==> config.mk <==
export PLATFORM = sky130hd
export DESIGN_NAME = imem_boot_loader_flat
export DESIGN_NICKNAME = d
export VERILOG_FILES = /design/src/rtl/imem_boot_loader_if.sv /design/src/rtl/imem_boot_loader.sv /design/src/flat_wrapper.sv
export SDC_FILE = /design/constraint.sdc
export NUM_CORES = 1
export LEC_CHECK = 0
export CAP_MARGIN = 20
export CORE_MARGIN = 5
export CORE_UTILIZATION = 27
export DETAILED_ROUTE_END_ITERATION = 6
export SLEW_MARGIN = 40
export SYNTH_ARGS = -nofsm -noshare
export SYNTH_HDL_FRONTEND = slang
export SYNTH_SLANG_ARGS = --single-unit
==> constraint.sdc <==
create_clock -name clk -period 1.9 [get_ports clk]
set_input_delay 0.38 -clock clk [delete_from_list [all_inputs] [get_ports clk]]
set_output_delay 0.38 -clock clk [all_outputs]
set_load 0.02 [all_outputs]
==> src/rtl/imem_boot_loader_if.sv <==
// Byte-stream input and IMEM write port of the boot loader, bundled as one interface.
// in_valid/in_ready: a byte moves on any posedge where both are high; the source may not retract or change in_data while in_valid is high and in_ready is low.
interface imem_boot_loader_if #(
    parameter int ADDR_W = 10
);
    logic              in_valid;
    logic [7:0]        in_data;
    logic              in_ready;
    logic              imem_we;
    logic [ADDR_W-1:0] imem_addr;
    logic [31:0]       imem_wdata;

    modport master (
        output in_valid, in_data,
        input  in_ready, imem_we, imem_addr, imem_wdata
    );

    modport slave (
        input  in_valid, in_data,
        output in_ready, imem_we, imem_addr, imem_wdata
    );
endinterface

==> src/rtl/imem_boot_loader.sv <==
// Framed program loader: MAGIC, CNT_LO, CNT_HI, 4*N data bytes, CSUM (XOR of data).
// Writes little-endian words to IMEM from address 0 and holds the core until the image verifies.
module imem_boot_loader #(
    parameter int          ADDR_W = 10,
    parameter logic [7:0]  MAGIC  = 8'hA5
) (
    input  logic              clk,
    input  logic              reset,
    imem_boot_loader_if.slave bus,
    output logic              core_hold,
    output logic              load_done,
    output logic              load_error,
    output logic [ADDR_W:0]   words_loaded,
    output logic [2:0]        state_dbg
);

    typedef enum logic [2:0] {
        IDLE   = 3'd0,
        CNT_LO = 3'd1,
        CNT_HI = 3'd2,
        DATA   = 3'd3,
        CSUM   = 3'd4,
        DONE   = 3'd5,
        ERROR  = 3'd6
    } state_t;

    localparam logic [16:0] CAP = 17'(2 ** ADDR_W);

    state_t          state;
    logic [7:0]      cnt_lo;
    logic [15:0]     count;
    logic [1:0]      byte_idx;
    logic [23:0]     word_buf;
    logic [7:0]      csum;

    logic            xfer;
    logic [16:0]     n_ext;
    logic [ADDR_W:0] wl_next;

    assign xfer      = bus.in_valid & bus.in_ready;
    assign n_ext     = {1'b0, bus.in_data, cnt_lo};
    assign wl_next   = words_loaded + 1'b1;
    assign state_dbg = state;

    always_ff @(posedge clk or negedge reset) begin
        if (!reset) begin
            state          <= IDLE;
            bus.in_ready   <= 1'b0;
            bus.imem_we    <= 1'b0;
            bus.imem_addr  <= '0;
            bus.imem_wdata <= '0;
            core_hold      <= 1'b1;
            load_done      <= 1'b0;
            load_error     <= 1'b0;
            words_loaded   <= '0;
            cnt_lo         <= '0;
            count          <= '0;
            byte_idx       <= '0;
            word_buf       <= '0;
            csum           <= '0;
        end else begin
            bus.imem_we <= 1'b0;
            case (state)
                IDLE: begin
                    bus.in_ready <= 1'b1;
                    if (xfer && bus.in_data == MAGIC) state <= CNT_LO;
                end
                CNT_LO: if (xfer) begin
                    cnt_lo <= bus.in_data;
                    state  <= CNT_HI;
                end
                CNT_HI: if (xfer) begin
                    count <= {bus.in_data, cnt_lo};
                    if (n_ext == 17'd0) begin
                        state <= CSUM;
                    end else if (n_ext > CAP) begin
                        state        <= ERROR;
                        load_error   <= 1'b1;
                        bus.in_ready <= 1'b0;
                    end else begin
                        state <= DATA;
                    end
                end
                DATA: if (xfer) begin
                    csum     <= csum ^ bus.in_data;
                    byte_idx <= byte_idx + 2'd1;
                    case (byte_idx)
                        2'd0: word_buf[7:0]   <= bus.in_data;
                        2'd1: word_buf[15:8]  <= bus.in_data;
                        2'd2: word_buf[23:16] <= bus.in_data;
                        default: begin
                            // Word complete: the write strobe and the counter land on the same edge.
                            bus.imem_we    <= 1'b1;
                            bus.imem_addr  <= words_loaded[ADDR_W-1:0];
                            bus.imem_wdata <= {bus.in_data, word_buf};
                            words_loaded   <= wl_next;
                            if (17'(wl_next) == {1'b0, count}) state <= CSUM;
                        end
                    endcase
                end
                CSUM: if (xfer) begin
                    bus.in_ready <= 1'b0;
                    if (bus.in_data == csum) begin
                        state     <= DONE;
                        core_hold <= 1'b0;
                        load_done <= 1'b1;
                    end else begin
                        state      <= ERROR;
                        load_error <= 1'b1;
                    end
                end
                default: ;
            endcase
        end
    end

endmodule
==> src/flat_wrapper.sv <==
// flat-port wrapper written by rule: the top's interface ports become plain ports
module imem_boot_loader_flat 
#(
    parameter int          ADDR_W = 10,
    parameter logic [7:0]  MAGIC  = 8'hA5
)
  (clk, reset, core_hold, load_done, load_error, words_loaded, state_dbg, bus_in_valid, bus_in_data, bus_in_ready, bus_imem_we, bus_imem_addr, bus_imem_wdata);
  imem_boot_loader_if #(.ADDR_W(ADDR_W)) bus_i ();
  input  logic clk;
  input  logic reset;
  output logic core_hold;
  output logic load_done;
  output logic load_error;
  output logic [ADDR_W:0] words_loaded;
  output logic [2:0] state_dbg;
  input wire logic [$bits(bus_i.in_valid)-1:0] bus_in_valid;
  input wire logic [$bits(bus_i.in_data)-1:0] bus_in_data;
  output wire logic [$bits(bus_i.in_ready)-1:0] bus_in_ready;
  output wire logic [$bits(bus_i.imem_we)-1:0] bus_imem_we;
  output wire logic [$bits(bus_i.imem_addr)-1:0] bus_imem_addr;
  output wire logic [$bits(bus_i.imem_wdata)-1:0] bus_imem_wdata;
  assign bus_i.in_valid = bus_in_valid;
  assign bus_i.in_data = bus_in_data;
  assign bus_in_ready = bus_i.in_ready;
  assign bus_imem_we = bus_i.imem_we;
  assign bus_imem_addr = bus_i.imem_addr;
  assign bus_imem_wdata = bus_i.imem_wdata;
  imem_boot_loader #(.ADDR_W(ADDR_W), .MAGIC(MAGIC)) u_core (.clk(clk), .reset(reset), .bus(bus_i), .core_hold(core_hold), .load_done(load_done), .load_error(load_error), .words_loaded(words_loaded), .state_dbg(state_dbg));
endmodule
; ---- Word-level counts from Yosys, hierarchy flattened
; Index checks and enable logic that the tools add are counted.
[classes]
n_addsub = 2
mul = 0
div = 0
order_cmp = 1
eq_ne = 19
shifts = 0
n_mux = 25
bitwise = 3
reduce_logical = 19
[ops]
columns = cell, n
row1 = 3-bit 2-to-1 mux, 9
row2 = 17-bit logical NOT, 1
row3 = 11-bit by 16-bit == test with 1-bit output, 1
row4 = 16-bit by 11-bit greater-than comparator with 1-bit output (second input constant), 1
row5 = 3-bit case mux with 5 select lines, 1
row6 = 3-bit AND reduction, 5
row7 = 2-bit by 1-bit != test with 1-bit output (second input constant), 7
row8 = 1-bit 2-to-1 mux, 12
row9 = 11-bit by 1-bit adder with 11-bit output (second input constant), 1
row10 = 8-bit == test, 1
row11 = 8-bit == test (second input constant), 1
row12 = 8-bit AND reduction, 1
row13 = 8-bit XOR, 1
row14 = 3-bit by 2-bit == test with 1-bit output (second input constant), 2
row15 = 2-bit != test (second input constant), 3
row16 = 2-bit AND reduction, 3
row17 = 6-bit AND reduction, 1
row18 = 5-bit AND reduction, 1
row19 = 5-bit nonzero test, 1
row20 = 3-bit by 1-bit == test with 1-bit output (second input constant), 1
row21 = 3-bit == test (second input constant), 1
row22 = 3-bit logical NOT, 1
row23 = 1-bit case mux with 3 select lines, 1
row24 = 3-bit nonzero test, 1
row25 = other kinds (11), 11
[totals]
reg_bits = 119
latchBits = 0
mem_bits_rw = 0
mem_bits_ro = 0
inputBits = 11
output_inout_bits = 61
memories = 0

; ---- Depth between registers and ports, before layout
[depth]
ltp_word = 6
mapped_depth = 9
ltp_nobuf = 7

; ---- Worst setup path before layout
; Ideal clock, no wire load.
[synth_timing]
kind = register -> register
startpoint = register u_core.words_loaded[0]
endpoint = register u_core.state[1], in the netlist u_core.state_dbg[1]
t_arrival_ns = 1.734
t_required_ns = 1.768
slack_ns = 0.034
path_stages_with_launch = 8
n_path_buf = 0
synth_period_minus_slack_ns = 1.866
cell_sequence = dfrtp_1 ha_1 nand3_2 nor2_1 xnor2_1 nor4_2 and2_1 a31oi_1
[synth_between]
elab_chain_cells = 4
[synth_rtl]
columns = item, line_no
row1 = start: declaration, imem_boot_loader.sv:13  ; output logic [ADDR_W:0] words_loaded,
row2 = start signal: assignment, imem_boot_loader.sv:96  ; words_loaded <= wl_next;
row3 = 11-bit by 1-bit adder with 11-bit output, imem_boot_loader.sv:42  ; assign wl_next = words_loaded + 1'b1;
row4 = 11-bit by 16-bit == test with 1-bit output, imem_boot_loader.sv:97  ; if (17'(wl_next) == {1'b0, count}) state <= CSUM;
row5 = 2-bit by 1-bit != test with 1-bit output (no line), -
row6 = 8-bit AND reduction (no line), -
row7 = end signal: assignment, imem_boot_loader.sv:47  ; state <= IDLE;
row8 = end signal: assignment, imem_boot_loader.sv:97
row9 = end signal: assignment, imem_boot_loader.sv:104  ; state <= DONE;
row10 = end: declaration, imem_boot_loader.sv:29  ; state_t state;
; No other way between the ends.
; A chain may end at the register's enable or synchronous reset.

; ---- Worst setup path after layout
[layout_timing]
startpoint = register u_core.words_loaded[10]
endpoint = output port words_loaded[10]
[layout_rtl]
columns = item, line_no
row1 = end: declaration, flat_wrapper.sv:14  ; output logic [ADDR_W:0] words_loaded;
; No word-level cell between the ends.

==> flow_summary.ini <==
[detailed_routing]
drc = 0
first_pass_iters = 6
drt-total-wl_um = 12900
viasPerCell = 4.36
antenna_left = 0
route.vias.total = 3723
wire_per_inst_um = 15.1
drtIter0Drc = 118

[clock_tree]
cts_buffers = 17
cts_tree = done
cts.path.max_buffers = 2
cts.htree.levels = 4
root_buffer = clkbuf_16
cts.sinks = 119
clk_latency_ps = 410
path_clk_slew_ps = 50

[floorplan]
io_pins = 72
num_rows = 50
coreArea_um2 = 18800
die-area_um2 = 22100
die_width_um = 149
initial_utilization = 0.275
die_h_um = 149

[timing]
fin_tns_setup_ps = 0
setup_viol = 0
setup_slack_ps = 76.0
relSlewSlack = 0.704
slew_violations = 0
fmax_mhz = 548
period_minus_slack_ps = 1820
fin_crit_sh = 0.960
hold_violations = 0
tightest_slew_ps = 445
worst_hold_slack_ps = 456
fin_skew_ps = 6.65
rsz0062_at_grt = yes

[power]
vdd.ir_drop.worst_v = 0.000789
internal-power_mw = 6.36
swShare = 0.301
clkPwrFrac = 0.322
switchingPower_mw = 2.74
p_per_area_nw_per_um2 = 1290
total_power_mw = 9.11
p_seq_frac = 0.417
combinationalPowerShare = 0.261
power_leakage_nw = 3.34

[setup_path]
arrival_ps = 1440
cp-start-kind = register
cp_slowest_cell = clkdlybuf4s50_1
r2r-start = u_core.count[11]
path_buf_inv = 1
r2r_setup_slack_ps = 90
ff2ff_path_depth = 6
critical_path.max_stage_delay_ps = 650
rr_endpoint = u_core.state_dbg[1]
critPathRequiredTime_ps = 1520
cp-end-kind = output port
crit_family = buffers and inverters
crit_type = reg -> out
path_cells = clkdlybuf4s50_1
crit_fanout = 3

[placed_design]
placed_cells = 822
dp_slack_ps = -358
placed_cell_area_um2 = 6480
dp_hpwl_um = 9280
placement.io_buffers = 71
gp_congestion = 0.826

[job]
cap_viol_max_count = 0

[synth]
synth_nets = 491
async_flop_share = 1.00
synthCells = 475
ys_seq_area_frac = 0.575
ys_ff_latch = 119
avgSynthCellArea_um2 = 10.9
synth_edf_count = 0
yosys_most_used_dff = dfrtp_1
synthDistinctLibCells = 45
syn_area_um2 = 5180
yosys_warnings = 0

[cells_and_area]
nFillCells = 1855
design_area_um2 = 7070
seqCellArea_um2 = 2980
antennaDiodeCount = 0
nets = 598
drive_above_1_share = 0.221
fin_util = 0.376
final_cells = 853
multi_input_area_um2 = 2140
syn_to_final_growth_pct = 36.5

[worst_hold_path]
hp-class = reg -> reg
holdPathEnd = u_core.core_hold
min_from = u_core.core_hold
min_path_cells = 1

[global_route]
grt_usage = 0.125
grt_pass1_vias = 3991
grt_first_pass_wirelength_um = 21600
grt_remaining_overflow = 0
antenna_found_initial = 0
grt_max_degree = 55

[run_status]
status = finished, final reports clean
worst max-delay path by stage:
| stage | from | to | cells after the start | slack, ps |
|---|---|---|---|---|
| 6_report | u_core.words_loaded[10] | words_loaded[10] | 1 | 80 |
| 5_1_grt | u_core.count[11] | u_core.state_dbg[1] | 6 | -30 |
| 4_1_cts | u_core.count[11] | u_core.state_dbg[1] | 6 | 5 |
| 3_5_place_dp | bus_in_valid | u_core.state_dbg[1] | 7 | -360 |
| 3_3_place_gp | bus_in_valid | u_core.state_dbg[1] | 7 | -420 |
| 2_1_floorplan | u_core.words_loaded[0] | u_core.state_dbg[1] | 7 | 30 |
state kept, by name, summed over array words and instances, names as in the netlist, 3 cells and up:
| register | cells |
|---|---|
| u_core.bus.imem_addr | 10 |
| u_core.bus.imem_wdata | 32 |
| u_core.cnt_lo | 8 |
| u_core.count | 16 |
| u_core.csum | 8 |
| u_core.state_dbg | 3 |
| u_core.word_buf | 24 |
| u_core.words_loaded | 11 |
area by class of cell:
| class | count | area share |
|---|---|---|
| Clock buffer | 26 | 0.0692 |
| Clock inverter | 4 | 0.00637 |
| Inverter | 4 | 0.00212 |
| Multi-Input combinational cell | 327 | 0.303 |
| Sequential cell | 119 | 0.422 |
| Tap cell | 260 | 0.0460 |
| Timing Repair Buffer | 113 | 0.151 |
kinds of logic (layout without fill, tap and decap cells):
kind of cell / after synthesis / count (layout) / synth area share
AND/OR/NAND/NOR: 207 / 207 / 0.178
flip-flops: 119 / 119 / 0.575
XOR/XNOR: 43 / 43 / 0.0727
adder cells (fa/ha/maj): 5 / 5 / 0.0121
AO/OA/AOI/OAI: 23 / 23 / 0.0328
buffers and inverters: 29 / 147 / 0.0234
multiplexers: 49 / 49 / 0.106
Yosys cell counts, drive strengths merged, types with 2 or more instances:
master	n	area, µm²
dfrtp	118	2950
nor2	10	40.0
ha	5	62.6
nor3b	2	15.0
a31o	2	17.5
o21bai	2	15.0
xnor2	33	289
nand2b	5	31.3
inv	4	15.0
nand2	157	589
o211a	3	30.0
nand3	7	57.6
o211ai	2	15.0
buf	12	57.6
mux2	48	541
nor3	7	45.0
clkbuf	13	48.8
nor4	5	37.5
xor2	10	87.6
o21a	3	22.5
a31oi	3	18.8
nor2b	2	12.5
o21ai	4	20.0
nand4	5	31.3
or2	2	12.5
placed cells by master (no fill, tap or decap), types with 6 or more instances in the layout:
cell,count
clkbuf_16,17
xnor2_1,33
clkbuf_1,6
mux2_2,40
buf_4,37
nand2_1,156
nor2_1,8
clkdlybuf4s50_1,56
dlygate4sd2_1,14
xor2_1,10
mux2_1,8
dfrtp_1,114
metal layers:
layer	up-vias	routed length [µm]	GRT usage
met2	82	5860	0.193
met5	-	0	0
met1	1842	6230	0.169
met4	0	197	0.0462
met3	15	584	0.0347
li1	1784	-	-
timing repair:
action / 4_1_cts / 5_1_grt
hold buffers: 1 / 0
setup buffers: 0 / 0
resized for setup: 22 / 6
endpoints found under the hold margin: 25 / 0
gates cloned: 0 / 0
endpoints found under the setup margin: 17 / 3
power groups by stage:
stage | clock network [mW] | registers [mW] | logic [mW]
global placement | 0 | 3.77 | 2.32
CTS | 2.99 | 3.77 | 2.40
detailed placement | 0 | 3.79 | 2.37
floorplan | 0 | 3.97 | 1.16
global route | 3.11 | 3.89 | 2.62
finish | 2.93 | 3.80 | 2.38
Note: power is estimated with default switching activity, not from simulation.
